==> src/rtl/aqm_pkg.sv <==
// Shared definitions for the air-quality monitor: state encoding, default thresholds
// and saturating limit helpers. Hysteresis is enabled by defining AQM_HYSTERESIS_EN.
package aqm_pkg;

    typedef enum logic [1:0] {
        IDLE     = 2'd0,
        HUMIDIFY = 2'd1,
        PURIFY   = 2'd2
    } aqm_state_t;

    localparam logic [7:0] DEFAULT_HUMIDIFIER_NUM = 8'd30;
    localparam logic [7:0] DEFAULT_PURIFIER_NUM   = 8'd100;
    localparam logic [7:0] DEFAULT_HYST           = 8'd5;

`ifdef AQM_HYSTERESIS_EN
    localparam bit HYST_ENABLED = 1'b1;
`else
    localparam bit HYST_ENABLED = 1'b0;
`endif

    // Limits are clamped to the 8-bit index range instead of wrapping.
    function automatic logic [7:0] sat_add(input logic [7:0] a, input logic [7:0] b);
        logic [8:0] sum;
        sum = {1'b0, a} + {1'b0, b};
        return sum[8] ? 8'hFF : sum[7:0];
    endfunction

    function automatic logic [7:0] sat_sub(input logic [7:0] a, input logic [7:0] b);
        logic [8:0] diff;
        diff = {1'b0, a} - {1'b0, b};
        return diff[8] ? 8'h00 : diff[7:0];
    endfunction

endpackage

==> src/rtl/aqm_threshold_cmp.sv <==
// Combinational comparison of the air-quality index against entry and exit limits.
// Exit limits include the hysteresis band only when AQM_HYSTERESIS_EN is defined.
module aqm_threshold_cmp
    import aqm_pkg::*;
#(
    parameter logic [7:0] HUMIDIFIER_NUM = DEFAULT_HUMIDIFIER_NUM,
    parameter logic [7:0] PURIFIER_NUM   = DEFAULT_PURIFIER_NUM,
    parameter logic [7:0] HYST           = DEFAULT_HYST
) (
    input  logic [7:0] air_quality,
    output logic       below_lo,
    output logic       above_hi,
    output logic       clear_lo,
    output logic       clear_hi
);

    // With the band disabled the exit limits collapse onto the entry thresholds.
    localparam logic [7:0] HYST_EFF = HYST_ENABLED ? HYST : 8'd0;
    localparam logic [7:0] LO_EXIT  = sat_add(HUMIDIFIER_NUM, HYST_EFF);
    localparam logic [7:0] HI_EXIT  = sat_sub(PURIFIER_NUM, HYST_EFF);

    assign below_lo = air_quality <  HUMIDIFIER_NUM;
    assign above_hi = air_quality >  PURIFIER_NUM;
    assign clear_lo = air_quality >= LO_EXIT;
    assign clear_hi = air_quality <= HI_EXIT;

endmodule

==> src/rtl/air_quality_monitor.sv <==
// Air-quality controller: drives mutually exclusive humidifier/purifier enables from
// an 8-bit index. Optional hysteresis on exits is enabled by AQM_HYSTERESIS_EN.
module air_quality_monitor
    import aqm_pkg::*;
#(
    parameter logic [7:0] HUMIDIFIER_NUM = DEFAULT_HUMIDIFIER_NUM,
    parameter logic [7:0] PURIFIER_NUM   = DEFAULT_PURIFIER_NUM,
    parameter logic [7:0] HYST           = DEFAULT_HYST
) (
    input  logic       clk,
    input  logic       rst,
    input  logic [7:0] air_quality,
    output logic       purifier,
    output logic       humidifier
);

    if (HUMIDIFIER_NUM >= PURIFIER_NUM) begin : g_bad_thresholds
        $error("air_quality_monitor: HUMIDIFIER_NUM must be below PURIFIER_NUM");
    end

    if (HYST_ENABLED && (sat_add(HUMIDIFIER_NUM, HYST) > sat_sub(PURIFIER_NUM, HYST))) begin : g_bad_hyst
        $error("air_quality_monitor: hysteresis bands overlap");
    end

    aqm_state_t state;
    aqm_state_t next_state;
    logic       below_lo;
    logic       above_hi;
    logic       clear_lo;
    logic       clear_hi;

    aqm_threshold_cmp #(
        .HUMIDIFIER_NUM(HUMIDIFIER_NUM),
        .PURIFIER_NUM  (PURIFIER_NUM),
        .HYST          (HYST)
    ) u_cmp (
        .air_quality(air_quality),
        .below_lo   (below_lo),
        .above_hi   (above_hi),
        .clear_lo   (clear_lo),
        .clear_hi   (clear_hi)
    );

    // Active states may jump straight to the opposite actuator; they only fall back
    // to IDLE once the index crosses the exit limit.
    always_comb begin
        next_state = IDLE;
        case (state)
            IDLE: begin
                if (below_lo)      next_state = HUMIDIFY;
                else if (above_hi) next_state = PURIFY;
                else               next_state = IDLE;
            end
            HUMIDIFY: begin
                if (above_hi)      next_state = PURIFY;
                else if (clear_lo) next_state = IDLE;
                else               next_state = HUMIDIFY;
            end
            PURIFY: begin
                if (below_lo)      next_state = HUMIDIFY;
                else if (clear_hi) next_state = IDLE;
                else               next_state = PURIFY;
            end
            default: next_state = IDLE;
        endcase
    end

    // Outputs are registered alongside the state so they decode it without extra delay.
    always_ff @(posedge clk) begin
        if (rst) begin
            state      <= IDLE;
            humidifier <= 1'b0;
            purifier   <= 1'b0;
        end else begin
            state      <= next_state;
            humidifier <= (next_state == HUMIDIFY);
            purifier   <= (next_state == PURIFY);
        end
    end

endmodule

==> config.mk <==
export PLATFORM = sky130hd
export DESIGN_NAME = air_quality_monitor
export DESIGN_NICKNAME = d
export VERILOG_FILES = /design/src/rtl/aqm_pkg.sv /design/src/rtl/aqm_threshold_cmp.sv /design/src/rtl/air_quality_monitor.sv
export SDC_FILE = /design/constraint.sdc
export NUM_CORES = 1
export LEC_CHECK = 0
export CAP_MARGIN = 40
export CORE_AREA = 2 2 39 41
export CTS_CLUSTER_SIZE = 8
export DETAILED_ROUTE_END_ITERATION = 12
export DIE_AREA = 0 0 41 43
export PLACE_DENSITY = 0.41
export SYNTH_ARGS = -nofsm -noshare
export SYNTH_HDL_FRONTEND = slang
export SYNTH_SLANG_ARGS = --single-unit
==> constraint.sdc <==
create_clock -name clk -period 0.8 [get_ports clk]
set_input_delay 0.12 -clock clk [delete_from_list [all_inputs] [get_ports clk]]
set_output_delay 0.12 -clock clk [all_outputs]
set_load 0.02 [all_outputs]
==> Implementation_results.wiki <==
{| class="wikitable"
! Metric !! Value
|-
| Routed Antenna Nets || 0
|-
| Final Cell Area || around 340 µm²
|-
| Num Clock Sinks || 4
|-
| Number of fill cells in the layout || 162
|-
| Ports || 12
|-
| Y dimension of the die || 43 µm
|-
| Fin. max-slew vios || 0
|-
| Placement Rows || 14
|-
| Flip-flop and latch count after synthesis || 4
|-
| Yosys synthesis warning count || 0
|-
| Area leader, netlist || dfxtp_1
|-
| Worst hold path class || input port to register
|-
| Number of design-rule violations left by the first detailed-router iteration || 0
|-
| Largest driver fanout on the critical path || 2
|-
| ANT cells || 0
|-
| Unrepaired setup endpoints after global routing || yes
|-
| CTS tree || built
|-
| Number of antenna violations at the first check in global routing || 0
|-
| Power density relative to cell area || 1640 nW/µm²
|-
| H-tree depth reported by CTS || 1
|-
| Fin nets || 40
|-
| Highest metal layer with signal wires || met4
|-
| Netlist area before placement || between 100 and 150 µm²
|-
| Portion of the post-synthesis area used by sequential elements || 0.542
|-
| Data arrival time of the critical path || 940 ps
|-
| Shortest clock period the worst path allows after layout || 796 ps
|-
| Clock tree root driver cell || clkbuf_4
|-
| Worst-Margin Slew || 266 ps
|-
| Number of global-route vias before repair || 177
|-
| Crit share post-route || 0.995
|-
| Critical path startpoint category || input port
|-
| Total die area || roughly 1800 µm²
|-
| Final critical-path setup slack || 4.09 ps
|-
| Via count || 180
|-
| Area delta synth->final || 129%
|-
| Aggregate global routing overflow || 0
|-
| Outcome || finished, final reports clean
|-
| Post-CTS setup buffer count || 0
|-
| Horizontal extent of the die || 41 µm
|-
| Type of the worst setup path || input port to register
|-
| Number of nets in the synthesized netlist || 24
|-
| Starting utilization of the core area || 0.107
|-
| DRT Pass-1 Iters || 1
|-
| Hold-fix buffers at CTS || 0
|-
| Met1 Routed Length || 135 µm
|-
| Setup WS pre-CTS || -393 ps
|-
| Core box area || roughly 1400 µm²
|-
| Final setup violation count || 0
|-
| Max-cap viol count || 0
|-
| Wire length on met2 || 183 µm
|-
| Sequential cell area || 82.6 µm²
|-
| Remaining DRCs || 0
|-
| Gr usage total || 0.0672
|-
| Total CTS buffers || 3
|-
| Peak supply drop || between 0.3 and 0.4 mV
|-
| Fmax || roughly 1.3 GHz
|-
| Wire length of the first global-routing pass || 648 µm
|-
| Post-detailed-route wirelength per cell || 9.45 µm
|-
| Required time at the worst-slack endpoint || 950 ps
|-
| I/O Buffers || 11
|-
| Cell Area, Placed || 278 µm²
|-
| Routability-driven placement congestion ratio || 0.655
|-
| Maximum clock skew at final layout || about 1.2 ps
|-
| Hold violation total from the final report || 0
|-
| Largest net degree at the start of global routing || 5
|-
| Endpoint kind of the worst setup timing path || register
|-
| Mean instance size in the synthesized netlist || 10.5 µm²
|-
| Area fraction of the dominant cell type after synthesis || 0.542
|-
| Slew headroom || 0.823
|-
| Leak pwr || around 0.15 nW
|-
| Clock Pin Slew Worst Setup and Hold Paths || around 30 ps
|-
| Clock insertion delay at the later pin of the skew report || 230 ps
|-
| Count of mapped cells out of synthesis || 14
|-
| Netlist cell types || 8
|-
| Vias/cell || 4.09
|-
| Fraction of layout instances using a drive strength above 1 || 0.536
|-
| Post-Route WL || 416 µm
|-
| Maximum clock path buffer count || 2
|-
| Area taken by multi-input logic gates || 98.8 µm²
|-
| Total length of routed met3 wires || 71 µm
|-
| Dominant cells by area after synthesis || dfxtp_1, nor3_1, a211oi_1, or3_4, and4_1
|}
critical path: stages:
cell	delay, ps
clkdlybuf4s50_1	430
and4_4	210
nor3_2	180
state kept, by name (all words and copies together) (netlist names):
name / count
state: 2
purifier: 1
humidifier: 1
synth_stat cells:
master,number
nor3_1,3
a211oi_1,2
o21ai_0,1
a21o_1,1
and4_1,1
dfxtp_1,4
a21oi_1,1
or3_4,1
power by group:
part | leakage, nW | switching (W) | internal [W]
Clock | 0.0138 | 0.0000756 | 0.000167
Sequential | 0.0337 | 0.00000333 | 0.000212
Combinational | 0.101 | 0.0000401 | 0.0000571
layout make-up:
| cell class | instances | area share |
|---|---|---|
| timing repair buffer | 11 | 0.337 |
| clock buffer | 3 | 0.0667 |
| tap | 16 | 0.0593 |
| multi-input combinational | 10 | 0.293 |
| sequential | 4 | 0.244 |
layout by cell type (no fill, tap or decap):
master	count
buf_6	2
dlygate4sd2_1	3
a21o_1	1
nor3_2	3
clkdlybuf4s50_1	4
a21oi_1	1
or3_4	1
and4_4	1
dfxtp_1	2
o21ai_2	1
a211oi_2	2
dfxtp_2	2
clkbuf_4	3
dlymetal6s2s_1	2
what timing repair did:
item                                    CTS  global route
pin swaps                                 3             4
gates resized for setup                  15            12
endpoints found under the setup margin    6             5
gates cloned                              0             0
kinds of logic (layout without fill, tap and decap cells):
| group | Yosys count | after routing | share of synthesized area |
|---|---|---|---|
| and+or+nand+nor | 5 | 5 | 0.237 |
| DFF | 4 | 4 | 0.542 |
| AOI/OAI and AO/OA | 5 | 5 | 0.220 |
| buffers and inverters | 0 | 14 | 0 |
final timing paths:
kind                     end  cells past startpoint  slack, ps      startpoint
setup reg to reg  humidifier                      2         10        state[0]
setup / recovery  humidifier                      3          4  air_quality[1]
hold / removal      purifier                      3        240  air_quality[2]
hold reg to reg     purifier                      2        620        state[1]
routing by layer:
layer / up-vias / track usage
met4: 0 / 0.100
met5: - / 0
li1: 83 / -
met2: 14 / 0.0750
met3: 4 / 0.0628
met1: 79 / 0.0513
metrics by stage:
| step | TNS (ps) | instances | total power [W] | utilization | hold WS, ps |
|---|---|---|---|---|---|
| after CTS | 0 | 44 | 0.000551 | 0.218 | 301 |
| after detailed placement | -1730 | 41 | 0.000304 | 0.201 | 557 |
| after global placement | -1630 | 41 | 0.000301 | 0.201 | 551 |
| after global routing | -19.0 | 44 | 0.000596 | 0.244 | 266 |
| final | 0 | 44 | 0.000555 | 0.244 | 242 |
| after floorplan | 0 | 14 | 0.000242 | - | 302 |
Power figures use the tool's default switching activity.
